===== src/rtl/alu_pkg.sv =====
// Shared definitions for the nibble-serial ALU: op codes, sequencer states and
// op classification helpers.
package alu_pkg;

  typedef logic [2:0] op_t;

  localparam op_t OP_ADD = 3'b000;
  localparam op_t OP_SUB = 3'b001;
  localparam op_t OP_NOT = 3'b010;
  localparam op_t OP_AND = 3'b011;
  localparam op_t OP_OR  = 3'b100;
  localparam op_t OP_XOR = 3'b101;
  localparam op_t OP_SLT = 3'b110;
  localparam op_t OP_EQ  = 3'b111;

  typedef enum logic [1:0] {
    S_IDLE = 2'd0,
    S_RUN  = 2'd1,
    S_DONE = 2'd2
  } state_t;

  function automatic logic is_arith(op_t op);
    return op inside {OP_ADD, OP_SUB, OP_SLT, OP_EQ};
  endfunction

  // slt and eq are both evaluated as a subtraction a - b.
  function automatic logic inverts_b(op_t op);
    return op inside {OP_SUB, OP_SLT, OP_EQ};
  endfunction

endpackage


===== src/rtl/alu4_slice.sv =====
// Combinational 4-bit ALU slice; one instance serves every nibble of a word.
module alu4_slice
  import alu_pkg::*;
(
  input  logic [3:0] a4,
  input  logic [3:0] b4,
  input  logic       cin,
  input  op_t        op,
  output logic [3:0] f4,
  output logic       cout,
  output logic       xb_msb,
  output logic       sum_msb
);

  logic [3:0] xb;
  logic [4:0] sum;

  always_comb begin
    // NOTE: every output gets a default before the case so no path can infer a latch.
    xb      = b4 ^ {4{inverts_b(op)}};
    sum     = {1'b0, a4} + {1'b0, xb} + {4'b0000, cin};
    xb_msb  = xb[3];
    sum_msb = sum[3];
    f4      = sum[3:0];
    cout    = 1'b0;
    if (is_arith(op)) begin
      cout = sum[4];
    end else begin
      case (op)
        OP_NOT:  f4 = ~a4;
        OP_AND:  f4 = a4 & b4;
        OP_OR:   f4 = a4 | b4;
        OP_XOR:  f4 = a4 ^ b4;
        default: f4 = sum[3:0];
      endcase
    end
  end

endmodule


===== src/rtl/alu_nibble_seq.sv =====
// WIDTH-bit ALU sequenced through one 4-bit slice, LSB nibble first, with a
// valid/ready command input and a valid/ready result output.
module alu_nibble_seq
  import alu_pkg::*;
#(
  parameter int WIDTH = 16
) (
  input  logic             clk,
  input  logic             rst_n,
  input  logic             in_valid,
  output logic             in_ready,
  input  op_t              op,
  input  logic [WIDTH-1:0] a,
  input  logic [WIDTH-1:0] b,
  output logic             out_valid,
  input  logic             out_ready,
  output logic [WIDTH-1:0] result,
  output logic             zero_f,
  output logic             over_f,
  output logic             cout_f,
  output logic             less_f
);

  localparam int NIB = WIDTH / 4;
  localparam int IW  = (NIB > 1) ? $clog2(NIB) : 1;
  localparam logic [IW-1:0] LAST_IDX = IW'(NIB - 1);

  state_t           state_q, state_d;
  logic [IW-1:0]    idx_q, idx_d;
  logic             carry_q, carry_d;
  op_t              op_q, op_d;
  logic [WIDTH-1:0] a_q, a_d, b_q, b_d;
  logic [WIDTH-1:0] res_q, res_d;
  logic             zero_q, zero_d, over_q, over_d, cout_q, cout_d, less_q, less_d;

  logic [3:0]       a4, b4, f4;
  logic             s_cout, xb_msb, sum_msb;
  logic [WIDTH-1:0] res_acc, res_fin;
  logic             ovf, lt;

  assign a4 = 4'(a_q >> {idx_q, 2'b00});
  assign b4 = 4'(b_q >> {idx_q, 2'b00});

  alu4_slice u_slice (
    .a4      (a4),
    .b4      (b4),
    .cin     (carry_q),
    .op      (op_q),
    .f4      (f4),
    .cout    (s_cout),
    .xb_msb  (xb_msb),
    .sum_msb (sum_msb)
  );

  // Signed overflow and less-than are only meaningful on the MSB nibble.
  assign ovf     = (a4[3] == xb_msb) && (a4[3] != sum_msb);
  assign lt      = sum_msb ^ ovf;
  assign res_acc = res_q | ({{(WIDTH-4){1'b0}}, f4} << {idx_q, 2'b00});

  always_comb begin
    res_fin = res_acc;
    case (op_q)
      OP_SLT:  res_fin = {{(WIDTH-1){1'b0}}, lt};
      OP_EQ:   res_fin = {{(WIDTH-1){1'b0}}, (res_acc == '0)};
      default: res_fin = res_acc;
    endcase
  end

  always_comb begin
    state_d = state_q;
    idx_d   = idx_q;
    carry_d = carry_q;
    op_d    = op_q;
    a_d     = a_q;
    b_d     = b_q;
    res_d   = res_q;
    zero_d  = zero_q;
    over_d  = over_q;
    cout_d  = cout_q;
    less_d  = less_q;
    unique case (state_q)
      S_IDLE: begin
        if (in_valid) begin
          state_d = S_RUN;
          idx_d   = '0;
          carry_d = inverts_b(op);
          op_d    = op;
          a_d     = a;
          b_d     = b;
          res_d   = '0;
          zero_d  = 1'b0;
          over_d  = 1'b0;
          cout_d  = 1'b0;
          less_d  = 1'b0;
        end
      end
      S_RUN: begin
        carry_d = s_cout;
        idx_d   = idx_q + 1'b1;
        res_d   = res_acc;
        if (idx_q == LAST_IDX) begin
          state_d = S_DONE;
          res_d   = res_fin;
          zero_d  = (res_fin == '0);
          cout_d  = (op_q == OP_ADD || op_q == OP_SUB) && s_cout;
          over_d  = (op_q == OP_ADD || op_q == OP_SUB) && ovf;
          less_d  = (op_q == OP_SUB || op_q == OP_SLT) && lt;
        end
      end
      S_DONE: begin
        if (out_ready) state_d = S_IDLE;
      end
      default: state_d = S_IDLE;
    endcase
  end

  // NOTE: state updates use non-blocking assignments so every register samples pre-edge values.
  always_ff @(posedge clk or negedge rst_n) begin
    if (!rst_n) begin
      state_q <= S_IDLE;
      idx_q   <= '0;
      carry_q <= 1'b0;
      op_q    <= OP_ADD;
      a_q     <= '0;
      b_q     <= '0;
      res_q   <= '0;
      zero_q  <= 1'b0;
      over_q  <= 1'b0;
      cout_q  <= 1'b0;
      less_q  <= 1'b0;
    end else begin
      state_q <= state_d;
      idx_q   <= idx_d;
      carry_q <= carry_d;
      op_q    <= op_d;
      a_q     <= a_d;
      b_q     <= b_d;
      res_q   <= res_d;
      zero_q  <= zero_d;
      over_q  <= over_d;
      cout_q  <= cout_d;
      less_q  <= less_d;
    end
  end

  assign in_ready  = (state_q == S_IDLE);
  assign out_valid = (state_q == S_DONE);
  assign result    = res_q;
  assign zero_f    = zero_q;
  assign over_f    = over_q;
  assign cout_f    = cout_q;
  assign less_f    = less_q;

endmodule


===== config.mk =====
export PLATFORM = sky130hd
export DESIGN_NAME = alu_nibble_seq
export DESIGN_NICKNAME = d
export VERILOG_FILES = /design/src/rtl/alu_pkg.sv /design/src/rtl/alu4_slice.sv /design/src/rtl/alu_nibble_seq.sv
export SDC_FILE = /design/constraint.sdc
export NUM_CORES = 1
export LEC_CHECK = 0
export ABC_AREA = 1
export BUFFER_PORTS_ARGS = -buffer_cell sky130_fd_sc_hd__buf_2
export CORE_UTILIZATION = 59
export CTS_BUF_LIST = sky130_fd_sc_hd__clkbuf_8
export DETAILED_ROUTE_END_ITERATION = 10
export GPL_TIMING_DRIVEN = 0
export PLACE_DENSITY = 0.88
export SYNTH_ARGS = -nofsm -noshare
export SYNTH_HDL_FRONTEND = slang
export SYNTH_SLANG_ARGS = --single-unit

===== constraint.sdc =====
create_clock -name clk -period 3.73 [get_ports clk]
set_input_delay 0.1865 -clock clk [delete_from_list [all_inputs] [get_ports clk]]
set_output_delay 0.1865 -clock clk [all_outputs]
set_load 0.1 [all_outputs]

==> results.json, run 1 <==
{
  "dp_hpwl_um": 6230,
  "clockBufferDepth": 2,
  "path_class": "register to register",
  "antenna_cells": 0,
  "port_buffers": 60,
  "crit_fanout": 10,
  "ys_types": 38,
  "route.detailed.drc": 0,
  "num_vias": 3307,
  "grt_pass1_vias": 3032,
  "synth_common_cells": "nand2_1, dfrtp_1, inv_1, nor2_1, a21oi_1",
  "setup_viol": 0,
  "clk_pin_slew_ns": 0.07,
  "worstHoldPathCells": 2,
  "synthToLayoutAreaGrowth_pct": 19.9,
  "drt_wl_total_um": 8500,
  "final_hold_viol_count": 0,
  "cts_inserted_buffers": 9,
  "yosys.cell_count.top_type": "nand2_1",
  "overflow": 0,
  "stdcell_count": 641,
  "synth_top_area_cell": "dfrtp_1",
  "netlist_instances": 480,
  "synth_edf_count": 0,
  "grt_max_degree": 61,
  "r2r_setup_slack_ns": 0.13,
  "fin_crit_sh_pct": 96.6,
  "vias_per_cell": 5.16,
  "hold_path_class": "input pin to register",
  "max_cap_violations": 0,
  "syn_avg_cell_area_um2": 7.56,
  "cts_tree": "done",
  "ys_seq_area_share_pct": 41.4,
  "path_cells": "inv_2, buf_6, buf_6, a21oi_1, a32oi_2, xor2_1, ha_1, nand2_1, nand2_1, a31oi_2, fa_1, inv_1, nand2_1, nand3_2, nand2_1, o21bai_2, nor2_1, nand2_1, nor2_1, nand2_1, nand3_2, nand2_1, a21oi_2",
  "syn-num-nets": 534,
  "reg2reg_from": "idx_q[1]$_DFFE_PN0P_",
  "critical_path.most_common_cell": "nand2_1",
  "antenna_found_initial": 0,
  "die_h_um": 80.4,
  "cts_sinks": 60,
  "io_pins": 61,
  "max_freq_ghz": 0.278,
  "finalNetCount": 615,
  "grt_pass1_wl_um": 14000,
  "maxSlewHeadroom_pct": 50.1,
  "fp.dieW_um": 80.4,
  "initialDrtViolationCount": 310,
  "cts_max_level": 3,
  "synth_ff_type": "dfrtp_1",
  "worstSetupStartpointType": "register",
  "netlist_area_um2": 3630,
  "ys_ff_latch": 60,
  "worst_pin_slew_ns": 0.748,
  "yosys_warnings": 0,
  "clk_latency_ns": 0.35,
  "num_rows": 28,
  "clock_skew_ns": 0.00925,
  "hold_end": "state_q[1]$_DFFE_PN0P_",
  "critPathMaxStageDelay_ns": 0.45,
  "gp_congestion": 0.908,
  "required_ns": 3.97,
  "worstReg2RegEnd": "result[0]$_DFFE_PN0P_",
  "initial_core_util_pct": 61.3,
  "arrival_ns": 3.84,
  "first_pass_iters": 4,
  "r2r_cells": 23,
  "ys_top_cells_by_area": "dfrtp_1, nand2_1, inv_1",
  "layout_min_cycle_time_ns": 3.60,
  "dp.cells": 615,
  "status": "complete, no violations",
  "grtUsageTotal_pct": 28.8,
  "critical_path.slowest_cell": "fa_1",
  "finalMaxSlewViolations": 0,
  "drive_above_1_share_pct": 25.1,
  "end_kind": "register",
  "cts_root_buf": "clkbuf_8",
  "worstHoldStart": "out_ready",
  "wl_per_cell_um": 13.3,
  "dieArea_um2": 6470,
  "synthArstFlopShare_pct": 100,
  "yosys.area.top_type_share_pct": 41.4,
  "core_um2": 5920,
  "antenna_left": 0
}
[layout by cell type, fill, tap and decap left out, types with 4 or more instances in the layout]
cell and n:
buf_4 16, buf_2 60, ha_1 12, o21ai_0 13, nor2_1 37, clkbuf_8 9
inv_2 6, nand3_1 17, inv_1 50, dfrtp_1 59, a21oi_1 23, clkbuf_1 7
nand2_1 176, a21boi_0 4, nand2_2 9, nand3_2 11, nand4_1 10
[per-stage QoR]
stage	cell area [um^2]	hold WS [ns]	TNS (ns)	worst slack, ns	util, %
after floorplan	3630	-0.109	0	0.339	-
after global routing	4350	0.0248	-0.154	-0.0795	73.5
after detailed placement	4020	0.383	-1.07	-0.461	68.0
after global placement	4020	0.375	-0.657	-0.325	68.0
final	4350	0.0180	0	0.129	73.5
after CTS	4240	0.0249	0	0.00951	71.6
[flip-flops by register name, indices dropped and copies added (netlist names), 2 cells and up]
| register | cells |
|---|---|
| op_q | 3 |
| idx_q | 2 |
| a_q | 16 |
| b_q | 16 |
| state_q | 2 |
| result | 16 |
[how the worst max path moves through the flow]
stage / from / end / slack [ns] / cells past startpoint
2_1_floorplan: idx_q[0]$_DFFE_PN0P_ / result[0]$_DFFE_PN0P_ / 0.34 / 21
3_3_place_gp: idx_q[1]$_DFFE_PN0P_ / result[0]$_DFFE_PN0P_ / -0.32 / 21
3_5_place_dp: idx_q[1]$_DFFE_PN0P_ / result[0]$_DFFE_PN0P_ / -0.46 / 21
4_1_cts: idx_q[0]$_DFFE_PN0P_ / result[0]$_DFFE_PN0P_ / 0.01 / 23
5_1_grt: idx_q[1]$_DFFE_PN0P_ / result[0]$_DFFE_PN0P_ / -0.08 / 23
6_report: idx_q[1]$_DFFE_PN0P_ / result[0]$_DFFE_PN0P_ / 0.13 / 23
[critical path, delay by kind of cell, from the launching register on]
family / cells / cell delay [ns]
AND/OR/NAND/NOR: 11 / 0.84
adder cells (fa/ha/maj): 2 / 0.75
XOR/XNOR: 1 / 0.19
AO/OA/AOI/OAI: 5 / 0.76
buffers and inverters: 4 / 0.53
flip-flops: 1 / 0.44
[layout make-up]
cell class	instances	area [um^2]
Clock inverter	7	45.0
Inverter	56	215
Fill cell	470	1570
Sequential cell	60	1500
Clock buffer	9	124
Buffer	18	121
Multi-Input combinational cell	345	1860
Tap cell	75	93.8
Timing Repair Buffer	71	388
[cells by family (layout without fill, tap and decap cells)]
group	after synthesis	in the layout	synth area share, %
AO/OA/AOI/OAI	55	55	9.13
buffers and inverters	75	161	8.65
XOR/XNOR	5	5	1.21
AND/OR/NAND/NOR	270	270	33.9
adder cells (fa/ha/maj)	15	15	5.79
flip-flops	60	60	41.4
[metal layers]
layer	track usage, %	vias to the layer above	share of wire [%]
li1	-	1669	-
met1	38.9	1526	45
met2	45.4	98	48
met3	5.11	14	5.8
met4	11.8	0	1.8
met5	0	-	0
[what timing repair did]
| action | 4_1_cts | 5_1_grt |
|---|---|---|
| setup endpoints to repair | 4 | 3 |
| endpoints found under the hold margin | 0 | 60 |
| pin swaps | 0 | 4 |
| resized for setup | 11 | 16 |
| hold buffers | 0 | 1 |
| setup buffers | 0 | 10 |
Power of run 1 is left out: the tool's default activity adds up to more than one toggle a clock period on the data nets, which glitch-free logic cannot reach.
==> run 2: changes to the inputs <==
- CORE_UTILIZATION: 59 -> 57
- CTS_BUF_LIST: sky130_fd_sc_hd__clkbuf_8 -> unset
- PLACE_DENSITY: 0.88 -> 0.86
- REMOVE_ABC_BUFFERS: unset -> 1
==> run 2 against run 1 <==
Critical path depth down 3; global-route usage is 0.84 points lower; sequential cell count did not move; via count rose by 4.7%; fmax grew 0.88%; clock skew up 0.0018 ns; worst hold slack improved by 0.0074 ns; final area rose by 0.72%; final cell count fell by 2.0%.
==> results.json, run 2 (same netlist as run 1, synthesis figures left out) <==
{
  "crit_fanout": 10,
  "critPathMaxStageDelay_ns": 0.51,
  "antenna_cells": 0,
  "antenna_left": 0,
  "dp_slack_ns": -0.488,
  "dieArea_um2": 6690,
  "die_h_um": 81.8,
  "cts_sinks": 60,
  "antenna_found_initial": 0,
  "required_ns": 4.00,
  "setup_ws_ns": 0.160,
  "clock_skew_ns": 0.0111,
  "hold_path_class": "input pin to register",
  "maxSlewHeadroom_pct": 21.3,
  "synthToLayoutAreaGrowth_pct": 20.7,
  "cp-endpoint": "result[0]$_DFFE_PN0P_",
  "gp_congestion": 0.891,
  "io_pins": 61,
  "num_rows": 28,
  "critical_path.slowest_cell": "dfrtp_4",
  "worst_pin_slew_ns": 1.18,
  "path_cells": "clkinvlp_4, a21oi_1, a32oi_2, xnor2_1, fa_1, inv_1, a31oi_2, fa_1, inv_1, nand2_1, nand3_2, nand2_1, o21ai_1, nor2_1, nand2_1, nor2_1, nand2_1, nand3_2, nand2_1, a21oi_2",
  "route.detailed.drc": 0,
  "port_buffers": 60,
  "path_class": "register to register",
  "cts_root_buf": "clkbuf_8",
  "final_hold_viol_count": 0,
  "worstReg2RegEnd": "result[0]$_DFFE_PN0P_",
  "critical_path.most_common_cell": "nand2_1",
  "setup_viol": 0,
  "initialDrtViolationCount": 369,
  "overflow": 0,
  "first_pass_iters": 6,
  "reg2reg_from": "idx_q[1]$_DFFE_PN0P_",
  "initial_core_util_pct": 60.2,
  "cts_inserted_buffers": 9,
  "num_vias": 3462,
  "cts_max_level": 3,
  "fin_crit_sh_pct": 95.7,
  "startpoint": "idx_q[1]$_DFFE_PN0P_",
  "max_cap_violations": 0,
  "finalNetCount": 602,
  "r2r_setup_slack_ns": 0.16,
  "grt_pass1_wl_um": 14200,
  "worstSetupStartpointType": "register",
  "clk_latency_ns": 0.34,
  "grt_max_degree": 61,
  "clockBufferDepth": 2,
  "cts_tree": "done",
  "wl_per_cell_um": 14.7,
  "arrival_ns": 3.84,
  "max_freq_ghz": 0.280,
  "final_common_cell": "nand2_1",
  "dp_hpwl_um": 5600,
  "r2r_cells": 20,
  "grtUsageTotal_pct": 27.9,
  "final_cell_mix": "nand2_1, buf_2, dfrtp_1, inv_1, nor2_1",
  "drt_wl_total_um": 9210,
  "drive_above_1_share_pct": 26.0,
  "rsz0062_at_grt": "true",
  "grt_pass1_vias": 3188,
  "core_um2": 6030,
  "end_kind": "register",
  "fp.dieW_um": 81.8,
  "status": "complete, no violations",
  "layout_min_cycle_time_ns": 3.57,
  "clk_pin_slew_ns": 0.07,
  "vias_per_cell": 5.51,
  "finalMaxSlewViolations": 0
}
-- run 2: through the flow --
step	hold slack (ns)	setup TNS (ns)	utilization, %	cell area (um^2)	cells
after CTS	0.0244	0	69.8	4210	615
after global routing	0.0263	-0.171	72.7	4380	628
after global placement	0.373	-0.869	65.1	3920	596
after floorplan	-0.109	-5.73	-	3530	461
after detailed placement	0.382	-1.18	65.1	3920	596
final	0.0254	0	72.7	4380	628
-- run 2: layout make-up --
| cell class | count | area, um^2 |
|---|---|---|
| multi-input cells | 345 | 1890 |
| fillers | 448 | 1640 |
| flip-flops and latches | 60 | 1510 |
| repair buffers | 75 | 422 |
| inverters | 56 | 226 |
| clock buffers | 12 | 165 |
| well taps | 75 | 93.8 |
| clock inverters | 4 | 70.1 |
| repair inverters | 1 | 5.00 |
-- run 2: routing by layer --
| metal | vias to the layer above | routed length, um | track usage (%) |
|---|---|---|---|
| met3 | 22 | 534 | 4.67 |
| met1 | 1627 | 3890 | 36.3 |
| li1 | 1645 | - | - |
| met5 | - | 0 | 0 |
| met4 | 0 | 201 | 10.9 |
| met2 | 168 | 4580 | 46.4 |
-- run 2: critical path: cells and delay by family, from the launching register on --
kind / cells / cell delay [ns]
buf+inv: 3 / 0.44
fa+ha+maj: 2 / 0.84
xor+xnor: 1 / 0.17
simple gates: 9 / 0.87
flops: 1 / 0.51
compound gates: 5 / 0.66
-- run 2: what timing repair did --
action | in CTS | in global routing
hold endpoints to repair | 0 | 23
buffers inserted | 2 | 12
hold buffers | 0 | 1
resized for setup | 9 | 15
gates cloned | 1 | 0
pin swaps | 0 | 1
setup endpoints to repair | 5 | 8
-- run 2: worst min path at each step --
stage | from | endpoint | slack [ns] | depth (start not counted)
2_1_floorplan | rst_n | a_q[0]$_DFFE_PN0P_ | -0.11 | 0
3_3_place_gp | out_ready | state_q[1]$_DFFE_PN0P_ | 0.37 | 2
3_5_place_dp | out_ready | state_q[1]$_DFFE_PN0P_ | 0.38 | 2
4_1_cts | out_ready | state_q[1]$_DFFE_PN0P_ | 0.02 | 2
5_1_grt | out_ready | state_q[1]$_DFFE_PN0P_ | 0.03 | 2
6_report | out_ready | state_q[1]$_DFFE_PN0P_ | 0.03 | 2
Power of run 2 is left out for the same reason.
==> run 3: changes to the inputs <==
- ABC_AREA: 1 -> unset
- CORE_UTILIZATION: 57 -> 56
- CTS_CLUSTER_SIZE: unset -> 24
- PLACE_DENSITY: 0.86 -> 0.85
- SYNTH_HIERARCHICAL: unset -> 1
==> run 3 against run 2 <==
The flow now finishes with violations (negative setup slack); clock skew is 0.0029 ns lower; sequential share of layout area is 3.2 points higher; global-route usage decreased by 0.68 points; critical path type unchanged.
==> results.json, run 3 <==
{
  "status": "complete, but fails checks",
  "violations": "negative setup slack",
  "overflow": 0,
  "die_h_um": 78.9,
  "clk_latency_ns": 0.33,
  "final_cell_mix": "nand2_1, buf_2, dfrtp_1",
  "synthArstFlopShare_pct": 100,
  "dp_hpwl_um": 4830,
  "fin_crit_sh_pct": 104,
  "gp_congestion": 0.819,
  "cts_inserted_buffers": 9,
  "yosys.area.top_type_share_pct": 45.4,
  "grtUsageTotal_pct": 27.3,
  "clk_pin_slew_ns": 0.07,
  "clockBufferDepth": 2,
  "syn_avg_cell_area_um2": 10.4,
  "fp.dieW_um": 78.9,
  "antenna_cells": 0,
  "synth_xor_area_share_pct": 1.59,
  "grt_pass1_vias": 2787,
  "dieArea_um2": 6220,
  "critPathMaxStageDelay_ns": 0.54,
  "yosys_warnings": 6,
  "synth_ff_type": "dfrtp_1",
  "cts_sinks": 60,
  "antenna_left": 0,
  "clock_skew_ns": 0.00818,
  "first_pass_iters": 4,
  "num_rows": 27,
  "final_hold_viol_count": 0,
  "critical_path.slowest_cell": "mux4_2",
  "synth_top_family_by_area": "simple AND/OR/NAND/NOR gates",
  "io_pins": 61,
  "num_vias": 2787,
  "grt_pass1_wl_um": 13000,
  "layout_min_cycle_time_ns": 3.89,
  "drive_above_1_share_pct": 34.1,
  "max_cap_violations": 0,
  "port_buffers": 60,
  "setup_viol": 2,
  "hold_path_class": "input pin to register",
  "critical_path_buf_inv_count": 1,
  "wl_per_cell_um": 17.4,
  "initial_core_util_pct": 59.0,
  "synth_top_area_cell": "dfrtp_1",
  "antenna_found_initial": 0,
  "vias_per_cell": 5.99,
  "worstSetupStartpointType": "register",
  "worst_pin_slew_ns": 0.792,
  "cts_max_level": 3,
  "cts_tree": "done",
  "core_um2": 5610,
  "synth-adder-area-share_pct": 5.75,
  "maxSlewHeadroom_pct": 47.2,
  "synthToLayoutAreaGrowth_pct": 21.4,
  "ys_ff_latch": 60,
  "cts_root_buf": "clkbuf_8",
  "route.detailed.drc": 0,
  "synth_common_cells": "nand2_1, dfrtp_1, a21oi_1, mux2_1, o21ai_0",
  "max_freq_ghz": 0.257,
  "drt_wl_total_um": 8070,
  "netlist_area_um2": 3310,
  "whs_ns": 0.0234,
  "synth-simple-area-share_pct": 15.4,
  "path_delay_family": "multiplexers",
  "path_cells": "mux4_2, inv_2, xnor2_2, fa_2, fa_2, xnor2_2, nor2_2, a211oi_2, a21oi_2, or4_4, a2111oi_4, nand3_2, mux2_4, a21oi_2",
  "synth_compound_area_share_pct": 14.0,
  "ys_types": 52,
  "grt_max_degree": 61,
  "yosys.cell_count.top_type": "nand2_1",
  "finalNetCount": 442,
  "ys_seq_area_share_pct": 45.4,
  "setup_ws_ns": -0.160,
  "muxShareOfSynthArea_pct": 14.4,
  "path_class": "register to register",
  "rsz0062_at_grt": "true",
  "netlist_instances": 317,
  "synth_edf_count": 0,
  "required_ns": 4.00,
  "arrival_ns": 4.15,
  "crit_fanout": 4,
  "ys_top_cells_by_area": "dfrtp_1, nand2_1, mux4_2",
  "finalMaxSlewViolations": 0,
  "initialDrtViolationCount": 331,
  "end_kind": "register",
  "final_common_cell": "nand2_1"
}
-- run 3: worst reg2reg max path, cell delays in order (launching register included) --
cell	delay, ns
dfrtp_4	0.47
mux4_2	0.54
inv_2	0.10
xnor2_2	0.07
fa_2	0.37
fa_2	0.39
xnor2_2	0.20
nor2_2	0.07
a211oi_2	0.23
a21oi_2	0.08
or4_4	0.45
a2111oi_4	0.33
nand3_2	0.13
mux2_4	0.32
a21oi_2	0.10
-- run 3: metrics by stage --
step | TNS, ns | cell area (um^2) | setup WS, ns | instances | utilization (%)
final | -0.173 | 4020 | -0.160 | 465 | 71.6
after global routing | -0.441 | 4020 | -0.300 | 465 | 71.6
after floorplan | -0.863 | 3230 | -0.564 | 302 | -
after CTS | -0.235 | 3940 | -0.194 | 459 | 70.2
after detailed placement | -2.48 | 3620 | -1.10 | 434 | 64.6
after global placement | -1.94 | 3620 | -0.994 | 434 | 64.6
-- run 3: per-layer routing --
metal,part of all wire [%],global-route usage (%)
met5,0,0
met4,4.1,14.9
met1,41,34.3
met2,48,44.2
met3,6.7,5.63
-- run 3: path summary, 6_finish.rpt --
check | startpoint | end | slack (ns) | cells past startpoint
max in group asynchronous | rst_n | idx_q[1]$_DFFE_PN0P_ | 2.68 | 2
worst max-delay path | idx_q[0]$_DFFE_PN0P_ | zero_f$_DFFE_PN0P_ | -0.16 | 14
worst max register to register | idx_q[0]$_DFFE_PN0P_ | zero_f$_DFFE_PN0P_ | -0.16 | 14
worst min register to register | a_q[6]$_DFFE_PN0P_ | a_q[6]$_DFFE_PN0P_ | 0.47 | 2
min in group asynchronous | rst_n | a_q[12]$_DFFE_PN0P_ | 0.45 | 2
worst min-delay path | out_ready | state_q[1]$_DFFE_PN0P_ | 0.02 | 2
-- run 3: final cells by class --
type | count | area (um^2)
clock buffers | 13 | 159
clock inverters | 2 | 10.0
flip-flops and latches | 60 | 1520
multi-input cells | 231 | 1760
repair buffers | 76 | 437
well taps | 72 | 90.1
inverters | 11 | 43.8
fillers | 417 | 1590
-- run 3: timing repair --
| action | 4_1_cts | 5_1_grt |
|---|---|---|
| cloned | 0 | 0 |
| setup buffers | 10 | 5 |
| hold endpoints to repair | 0 | 60 |
| resized for setup | 21 | 6 |
| pin swaps | 13 | 11 |
| hold buffers | 0 | 1 |
| setup endpoints to repair | 6 | 2 |
-- run 3: cell families after synthesis --
| kind of cell | after synthesis |
|---|---|
| simple gates | 113 |
| xor+xnor | 6 |
| buf+inv | 26 |
| mux | 34 |
| fa+ha+maj | 14 |
| compound gates | 64 |
| flops | 60 |
Power of run 3 is left out for the same reason.
